===== src/rtl/fpu_req_ctrl.sv =====
// fpu_req_ctrl: initiator-side controller for a fixed-latency half-precision FPU.
//
// Accepts tagged requests over valid/ready and issues them straight to the FPU
// operand inputs. It tracks each issued op through a {valid, tag} shadow pipe
// that matches the FPU latency, and captures results into a response FIFO
// drained over valid/ready. The FPU cannot stall, so admission is credit based:
// an op is only accepted while (in flight + queued) < FIFO_DEPTH. This
// guarantees every result has a FIFO slot when it emerges.
//
// Ports:
//   clk, reset                    clock, synchronous active-high reset (shared with FPU)
//   req_valid/req_ready           request handshake
//   req_opA/req_opB/req_op/req_tag  request operands, opcode and opaque tag
//   fpu_opA/fpu_opB/fpu_op        FPU inputs; zero unless a request is accepted
//   fpu_result/fpu_overflow/fpu_underflow/fpu_inexact  FPU outputs
//   rsp_valid/rsp_ready           response handshake
//   rsp_result/rsp_flags/rsp_tag  FIFO head; flags = {inexact, underflow, overflow}
module fpu_req_ctrl #(
    parameter int unsigned PIPELINE_DEPTH = 3,
    parameter int unsigned FIFO_DEPTH     = 4,
    parameter int unsigned TAG_W          = 4
) (
    input  logic             clk,
    input  logic             reset,
    input  logic             req_valid,
    output logic             req_ready,
    input  logic [15:0]      req_opA,
    input  logic [15:0]      req_opB,
    input  logic [1:0]       req_op,
    input  logic [TAG_W-1:0] req_tag,
    output logic [15:0]      fpu_opA,
    output logic [15:0]      fpu_opB,
    output logic [1:0]       fpu_op,
    input  logic [15:0]      fpu_result,
    input  logic             fpu_overflow,
    input  logic             fpu_underflow,
    input  logic             fpu_inexact,
    output logic             rsp_valid,
    input  logic             rsp_ready,
    output logic [15:0]      rsp_result,
    output logic [2:0]       rsp_flags,
    output logic [TAG_W-1:0] rsp_tag
);

    localparam int unsigned CNT_W = $clog2(FIFO_DEPTH + 1);
    localparam int unsigned PTR_W = (FIFO_DEPTH > 1) ? $clog2(FIFO_DEPTH) : 1;

    logic                      accept;
    logic                      capture;
    logic                      pop;

    logic [PIPELINE_DEPTH-1:0] pipe_v;
    logic [TAG_W-1:0]          pipe_tag [PIPELINE_DEPTH];

    logic [15:0]               mem_result [FIFO_DEPTH];
    logic [2:0]                mem_flags  [FIFO_DEPTH];
    logic [TAG_W-1:0]          mem_tag    [FIFO_DEPTH];
    logic [PTR_W-1:0]          wr_ptr;
    logic [PTR_W-1:0]          rd_ptr;

    logic [CNT_W-1:0]          inflight_cnt;
    logic [CNT_W-1:0]          fifo_count;
    logic [CNT_W:0]            credit_used;

    function automatic logic [PTR_W-1:0] ptr_next(input logic [PTR_W-1:0] p);
        // Explicit wrap so non-power-of-2 depths work.
        if (p == PTR_W'(FIFO_DEPTH - 1)) begin
            return '0;
        end
        return p + PTR_W'(1);
    endfunction

    // Admission uses registered counts only, so a pop frees credit next cycle.
    assign credit_used = {1'b0, inflight_cnt} + {1'b0, fifo_count};
    assign req_ready   = credit_used < (CNT_W + 1)'(FIFO_DEPTH);
    assign accept      = req_valid && req_ready;
    assign capture     = pipe_v[PIPELINE_DEPTH-1];
    assign rsp_valid   = (fifo_count != '0);
    assign pop         = rsp_valid && rsp_ready;

    always_comb begin
        fpu_opA = '0;
        fpu_opB = '0;
        fpu_op  = '0;
        if (accept) begin
            fpu_opA = req_opA;
            fpu_opB = req_opB;
            fpu_op  = req_op;
        end
    end

    // Shadow pipe: last stage is valid in the same cycle the FPU result is.
    always_ff @(posedge clk) begin
        if (reset) begin
            pipe_v <= '0;
            for (int i = 0; i < PIPELINE_DEPTH; i++) begin
                pipe_tag[i] <= '0;
            end
        end else begin
            pipe_v[0]   <= accept;
            pipe_tag[0] <= req_tag;
            for (int i = 1; i < PIPELINE_DEPTH; i++) begin
                pipe_v[i]   <= pipe_v[i-1];
                pipe_tag[i] <= pipe_tag[i-1];
            end
        end
    end

    always_ff @(posedge clk) begin
        if (reset) begin
            inflight_cnt <= '0;
        end else if (accept && !capture) begin
            inflight_cnt <= inflight_cnt + CNT_W'(1);
        end else if (!accept && capture) begin
            inflight_cnt <= inflight_cnt - CNT_W'(1);
        end
    end

    always_ff @(posedge clk) begin
        if (reset) begin
            fifo_count <= '0;
            wr_ptr     <= '0;
            rd_ptr     <= '0;
        end else begin
            if (capture && !pop) begin
                fifo_count <= fifo_count + CNT_W'(1);
            end else if (!capture && pop) begin
                fifo_count <= fifo_count - CNT_W'(1);
            end
            if (capture) begin
                wr_ptr <= ptr_next(wr_ptr);
            end
            if (pop) begin
                rd_ptr <= ptr_next(rd_ptr);
            end
        end
    end

    // Storage needs no reset; the outputs are gated by rsp_valid below.
    always_ff @(posedge clk) begin
        if (capture) begin
            mem_result[wr_ptr] <= fpu_result;
            mem_flags[wr_ptr]  <= {fpu_inexact, fpu_underflow, fpu_overflow};
            mem_tag[wr_ptr]    <= pipe_tag[PIPELINE_DEPTH-1];
        end
    end

    assign rsp_result = rsp_valid ? mem_result[rd_ptr] : '0;
    assign rsp_flags  = rsp_valid ? mem_flags[rd_ptr]  : '0;
    assign rsp_tag    = rsp_valid ? mem_tag[rd_ptr]    : '0;

endmodule

===== config.mk =====
export PLATFORM = sky130hd
export DESIGN_NAME = fpu_req_ctrl
export DESIGN_NICKNAME = d
export VERILOG_FILES = /design/src/rtl/fpu_req_ctrl.sv
export SDC_FILE = /design/constraint.sdc
export NUM_CORES = 1
export LEC_CHECK = 0
export CORE_UTILIZATION = 40
export CTS_CLUSTER_SIZE = 40
export DETAILED_ROUTE_END_ITERATION = 10
export PLACE_DENSITY = 0.71
export SYNTH_ARGS = -nofsm -noshare
export SYNTH_HDL_FRONTEND = slang
export SYNTH_SLANG_ARGS = --single-unit

===== constraint.sdc =====
create_clock -name clk -period 3 [get_ports clk]
set_input_delay 0.6 -clock clk [delete_from_list [all_inputs] [get_ports clk]]
set_output_delay 0.6 -clock clk [all_outputs]
set_load 0.05 [all_outputs]

**Word level (Yosys, flattened, before mapping)**

Memories as Yosys holds them, arrays and structs flattened. A register that Yosys moved wholly into a read port is not among the register bits.
Index checks and enable logic that the tools add are counted.
W data, S select, Z words.

- Add/sub/neg operators: 7
- Order comparisons: 1
- Equality and inequality tests: 2
- Muxes and demuxes: 34
- Bitwise operators: 3
- Reduce and logical (&&, ||, !) cells: 12

Operator list:

| cell | count |
|---|---|
| $mux W16 | 3 |
| $mux W2 | 11 |
| $mux W4 | 4 |
| $mux W3 | 5 |
| $mux W1 | 11 |
| $add A3 B1 Y3 const B | 2 |
| $logic_and A1 B1 Y1 | 6 |
| $sub A3 B1 Y3 const B | 2 |
| $add A2 B1 Y2 const B | 2 |
| $add A3 B3 Y4 | 1 |
| $eq A2 B2 Y1 const B | 2 |
| $lt A4 B3 Y1 const B | 1 |
| $reduce_bool A2 Y1 | 2 |
| $logic_not A1 Y1 | 3 |
| $or A1 B1 Y1 | 3 |
| $reduce_bool A3 Y1 | 1 |

- Flip-flop bits (word level): 13
- Memory bits (writable): 104
- Input bits: 61
- Output and inout port bits: 59
- Word-level logic and storage cells: 68
- Memories kept: 4

Memory list:

| name | depth | bits a word | read ports | clocked after memory_dff | write ports | line | text |
|---|---|---|---|---|---|---|---|
| mem_result | 4 | 16 | 1 | 1 | 1 | 55 | `logic [15:0] mem_result [FIFO_DEPTH];` |
| mem_tag | 4 | 4 | 1 | 1 | 1 | 57 | `logic [TAG_W-1:0] mem_tag [FIFO_DEPTH];` |
| mem_flags | 4 | 3 | 1 | 1 | 1 | 56 | `logic [2:0] mem_flags [FIFO_DEPTH];` |
| pipe_tag | 3 | 4 | 3 | 0 | 3 | 53 | `logic [TAG_W-1:0] pipe_tag [PIPELINE_DEPTH];` |

**Depth between registers and ports, before layout**

Gate-level depths: netlist (run 1).

- Word-level depth: 7
- Depth in mapped cells: 11
- Gate-level depth less buffers: 9

**Worst setup path after synthesis (run 1)**

Ideal clock, no wire load.

- Path type: reg-to-reg
- Start point: register fifo_count[2]
- End point: register inflight_cnt[2]
- Library setup time: 0.071 ns
- Arrival time: 2.376 ns
- Slack: 0.553 ns
- Stages on the path, launching flop included: 12
- Cells stage by stage: dfxtp_1 > ha_1 > nor3_1 > and3_1 > buf_2 > buf_2 > ha_1 > inv_1 > fa_1 > xor2_1 > or3_1 > a21oi_1

- Word-level cells in the longest chain between the ends: 6
- Elaborated cells between the ends (all ways): 8
- Classes of those cells: 1 x add/sub; 1 x order compare; 1 x mux; 5 x reduce/logical

RTL lines:

| item | line | text |
|---|---|---|
| from (decl) | 62 | `logic [CNT_W-1:0] fifo_count;` |
| from (signal assigned) | 126 | `fifo_count <= fifo_count + CNT_W'(1);` |
| from (signal assigned) | 128 | `fifo_count <= fifo_count - CNT_W'(1);` |
| $add A3 B3 Y4 (*) | 74 | `assign credit_used = {1'b0, inflight_cnt} + {1'b0, fifo_count};` |
| $lt A4 B3 Y1 (*) | 75 | `assign req_ready = credit_used < (CNT_W + 1)'(FIFO_DEPTH);` |
| $logic_and A1 B1 Y1 (*) | 76 | `assign accept = req_valid && req_ready;` |
| net accept | 48 | `logic accept;` |
| $logic_not A1 Y1 | 114 | `end else if (!accept && capture) begin` |
| $logic_and A1 B1 Y1 | 114 |  |
| $reduce_bool A2 Y1 (no line) | -- |  |
| to (signal assigned) | 113 | `inflight_cnt <= inflight_cnt + CNT_W'(1);` |
| to (signal assigned) | 115 | `inflight_cnt <= inflight_cnt - CNT_W'(1);` |
| to (decl) | 61 | `logic [CNT_W-1:0] inflight_cnt;` |

The timed path passes the listed nets; every way through them passes the cells marked *.
A chain may end at the register's enable or synchronous reset.

**Worst setup path in the final report (run 1)**

- Start point: register fifo_count[2]
- End point: output fpu_opA[13]

- Word-level cells in the longest chain between the ends: 4

RTL lines:

| item | line | text |
|---|---|---|
| $add A3 B3 Y4 | 74 |  |
| $lt A4 B3 Y1 | 75 |  |
| $logic_and A1 B1 Y1 | 76 |  |
| $mux W16 | 85 | `if (accept) begin` |
| to (decl) | 31 | `output logic [15:0] fpu_opA,` |

Every way passes these cells.

==> impl_results.md, run 1 <==
* Core Region at 11,500 µm²
* Num CTS Buffers at 17
* P_sw at 0.00274 W
* Max clock buf depth at 2
* Storage cell area at 3300 µm²
* Critical path class: reg -> out
* # DRC at 14
* Fin crit share at 91.8%
* Synth area leaders: edfxtp_1 58%, dfxtp_1 11%, mux4_2 11%, and2_1 5.1%, nor2b_1 4.7%
* Fill cell count at 816
* Nets at 486
* CTS Hold Bufs at 0
* Clock slew at reported path FFs at 0.05 ns
* Power Density at 1070 nW/µm²
* Initial Util at 41.6%
* IO Pins at 120
* Post-synthesis mux area share at 11.7%
* Switching part of the total at 34.7%
* Main combinational cell family by area after synthesis: simple AND/OR/NAND/NOR gates
* Worst-path fanout max at 35
* Row Count at 39
* Critical Path, Cell by Cell: ha_1 > nor3_1 > and3_1 > buf_4 > and2_1 > buf_12
* Setup TNS at 0 ns
* Layout cells sized above 1 at 29.0%
* Synth top area share at 57.7%
* Slowest-stage cell, CP: dfxtp_1
* Initial DRC count at 136
* Worst skew pair latency at 0.39 ns
* Startpoint types: flip-flop
* Final Hold Vio Count at 0
* Worst-case clock skew at 0.00619 ns
* Layout area overhead at 54.5%
* Number of diodes at 0
* Slew at the pin closest to its max-slew limit at 0.504 ns
* Final Setup Violations at 0
* GPL Wtd Cong at 0.753
* Crit path time final at 2.76 ns
* Seq/Total Area, Yosys at 69.0%
* Vias at 2,751
* Vias in the first global route at 3,013
* Synthesis warning total at 0
* Logic pwr share at 46.5%
* CTS tree: built
* Pin count of the biggest net entering global routing at 36
* Final WL at 9490 µm
* Pint at 0.00516 W
* Setup ws final at 0.245 ns
* Port bufs at 119
* Remaining antenna violation count after routing at 0
* Synth Cell Area at 4790 µm²
* Max-cap viol count at 0
* Max Slew Vio Count at 0
* # Post-CTS Setup Buffers at 0
* Syn_nets at 352
* Slew headroom at 66.3%
* F_max at 363 MHz
* Vias per cell at 4.83
* Grt peak-use layer: met2
* Cell taking the most area after synthesis: edfxtp_1
* Unique cell type count in the Yosys netlist at 26
* Fin util at 64.2%
* Global route total overflow at 0
* Drt pass-1 iters at 7
* CP endpoint kind: output port
* Max stage delay on crit path at 0.41 ns
* Clock root cell: clkbuf_16
* Flop pwr share at 24.3%
* GRT met3 Usage at 6.59%
* Outcome: finished, violations left
* Xor and xnor area share after synthesis at 0.732%
* Wire length per cell at 16.6 µm
* Tot Pwr at 0.00791 W
* Lkg Pwr at 2.67 nW
* Class of the worst hold path: reg -> reg
* All-Layer GR Usage at 16.5%
* Antenna violations before repair at 0
* Failing checks: DRC
* Maximum vdd drop at 0.663 mV
* Clock power share at 29.2%
* CP required at 2.40 ns
* Die width at 111 µm
* Post-synthesis compound-gate area fraction at 0.889%
* Unrepaired setup endpoints after global routing: no
* Simple-gate share of the synthesized area at 12.0%
* GR Layer Usage met1 at 18.4%
* Worst hold slack at 0.431 ns
* Multi-input combinational cell area at 1370 µm²
* CTS sink cnt at 119
* Adder-Cell Fraction of Synth Area at 3.19%
* First-pass GRT wire length at 15,200 µm
* DP HPWL at 6170 µm
* #FFs+latches synth at 119
* Met2 Track Usage GR at 29.1%
* Post-Synthesis Cells at 280
* Die area at 12,400 µm²
* Crit path DAT at 2.16 ns
* H-tree levels at 4
* Die Y at 111 µm
* Pre-CTS WS at 0.436 ns
* Syn avg cell area at 17.1 µm²
-- routing by layer --
layer  vias up  wire (µm)
li1       1292          -
met1      1331       3560
met2       120       5150
met3         8        710
met4         0         61
met5         -          0
-- cell type report --
| cell class | count | share of cell area [%] |
|---|---|---|
| flip-flops and latches | 119 | 44.7 |
| repair buffers | 128 | 24.9 |
| multi-input cells | 142 | 18.5 |
| clock buffers | 17 | 5.75 |
| clock inverters | 15 | 3.45 |
| well taps | 143 | 2.42 |
| inverters | 6 | 0.304 |
-- layout by cell type (no fill, tap or decap), drive strengths merged, types with 9 or more instances in the layout --
master         count
edfxtp            92
buf               66
clkdlybuf4s50     61
and2              39
nor2b             38
dfxtp             27
mux4              23
clkbuf            17
ha                 9
-- critical path, delay by kind of cell, from the launching register on --
kind                     cells  cell delay (ns)
adder cells (fa/ha/maj)      1             0.26
AND/OR/NAND/NOR              3             0.67
flip-flops                   1             0.41
buffers and inverters        2             0.42
-- registers in the layout, indices dropped and copies added, names as in the netlist, 3 cells and up, named ones only --
| register | flops |
|---|---|
| pipe_tag | 12 |
| fifo_count | 3 |
| mem_result | 64 |
| mem_tag | 16 |
| mem_flags | 12 |
| inflight_cnt | 3 |
| pipe_v | 3 |
-- Yosys cell counts --
cell       n
xor2_1     4
dfxtp_1   27
inv_1      5
or3_1      3
ha_1       9
a21oi_1    4
buf_2      8
mux2i_1    4
buf_12     2
and3_1     1
and2_1    39
o31ai_2    1
nor3_1     2
fa_1       2
buf_6      1
mux4_2    23
nand3_1    1
nor3b_1    1
clkbuf_1   2
nor2_1     7
edfxtp_1  92
nand2_1    1
nor2b_1   36
inv_2      1
o21ai_0    2
nor2b_4    2
-- power groups by stage --
stage | sequential, W | clock, W | combinational (W)
after floorplan | 0.00193 | 0 | 0.00202
after global placement | 0.00195 | 0 | 0.00368
after detailed placement | 0.00196 | 0 | 0.00371
after CTS | 0.00193 | 0.00234 | 0.00372
after global routing | 0.00193 | 0.00242 | 0.00384
final | 0.00192 | 0.00231 | 0.00368
-- path summary, 6_finish.rpt --
check                               startpoint  slack, ns              end  cells after the start
worst max-delay path             fifo_count[2]       0.24      fpu_opA[13]                      6
worst min-delay path            pipe_tag[0][0]       0.43   pipe_tag[0][4]                      1
worst max register to register   fifo_count[2]       0.64  inflight_cnt[2]                      9
worst min register to register  pipe_tag[0][0]       0.43   pipe_tag[0][4]                      1
-- cells by family after synthesis --
kind of cell,Yosys count
fa+ha+maj,11
flops,119
simple gates,93
mux,27
buf+inv,19
xor+xnor,4
compound gates,7
-- through the flow --
| stage | cells | area [µm²] |
|---|---|---|
| after floorplan | 280 | 4790 |
| after global placement | 538 | 6720 |
| after detailed placement | 538 | 6720 |
| after CTS | 570 | 7400 |
| after global routing | 570 | 7400 |
| final | 570 | 7400 |
-- what timing repair did --
item	CTS	global route
hold endpoints to repair	0	0
resized for setup	0	1
setup endpoints to repair	0	1
Note: power is estimated with default switching activity, not from simulation.
==> inputs of run 2 (changes only) <==
- CTS_CLUSTER_SIZE: 40 -> unset
==> results of run 2 <==
Final layout, timing and power as in run 1 (identical DEF).
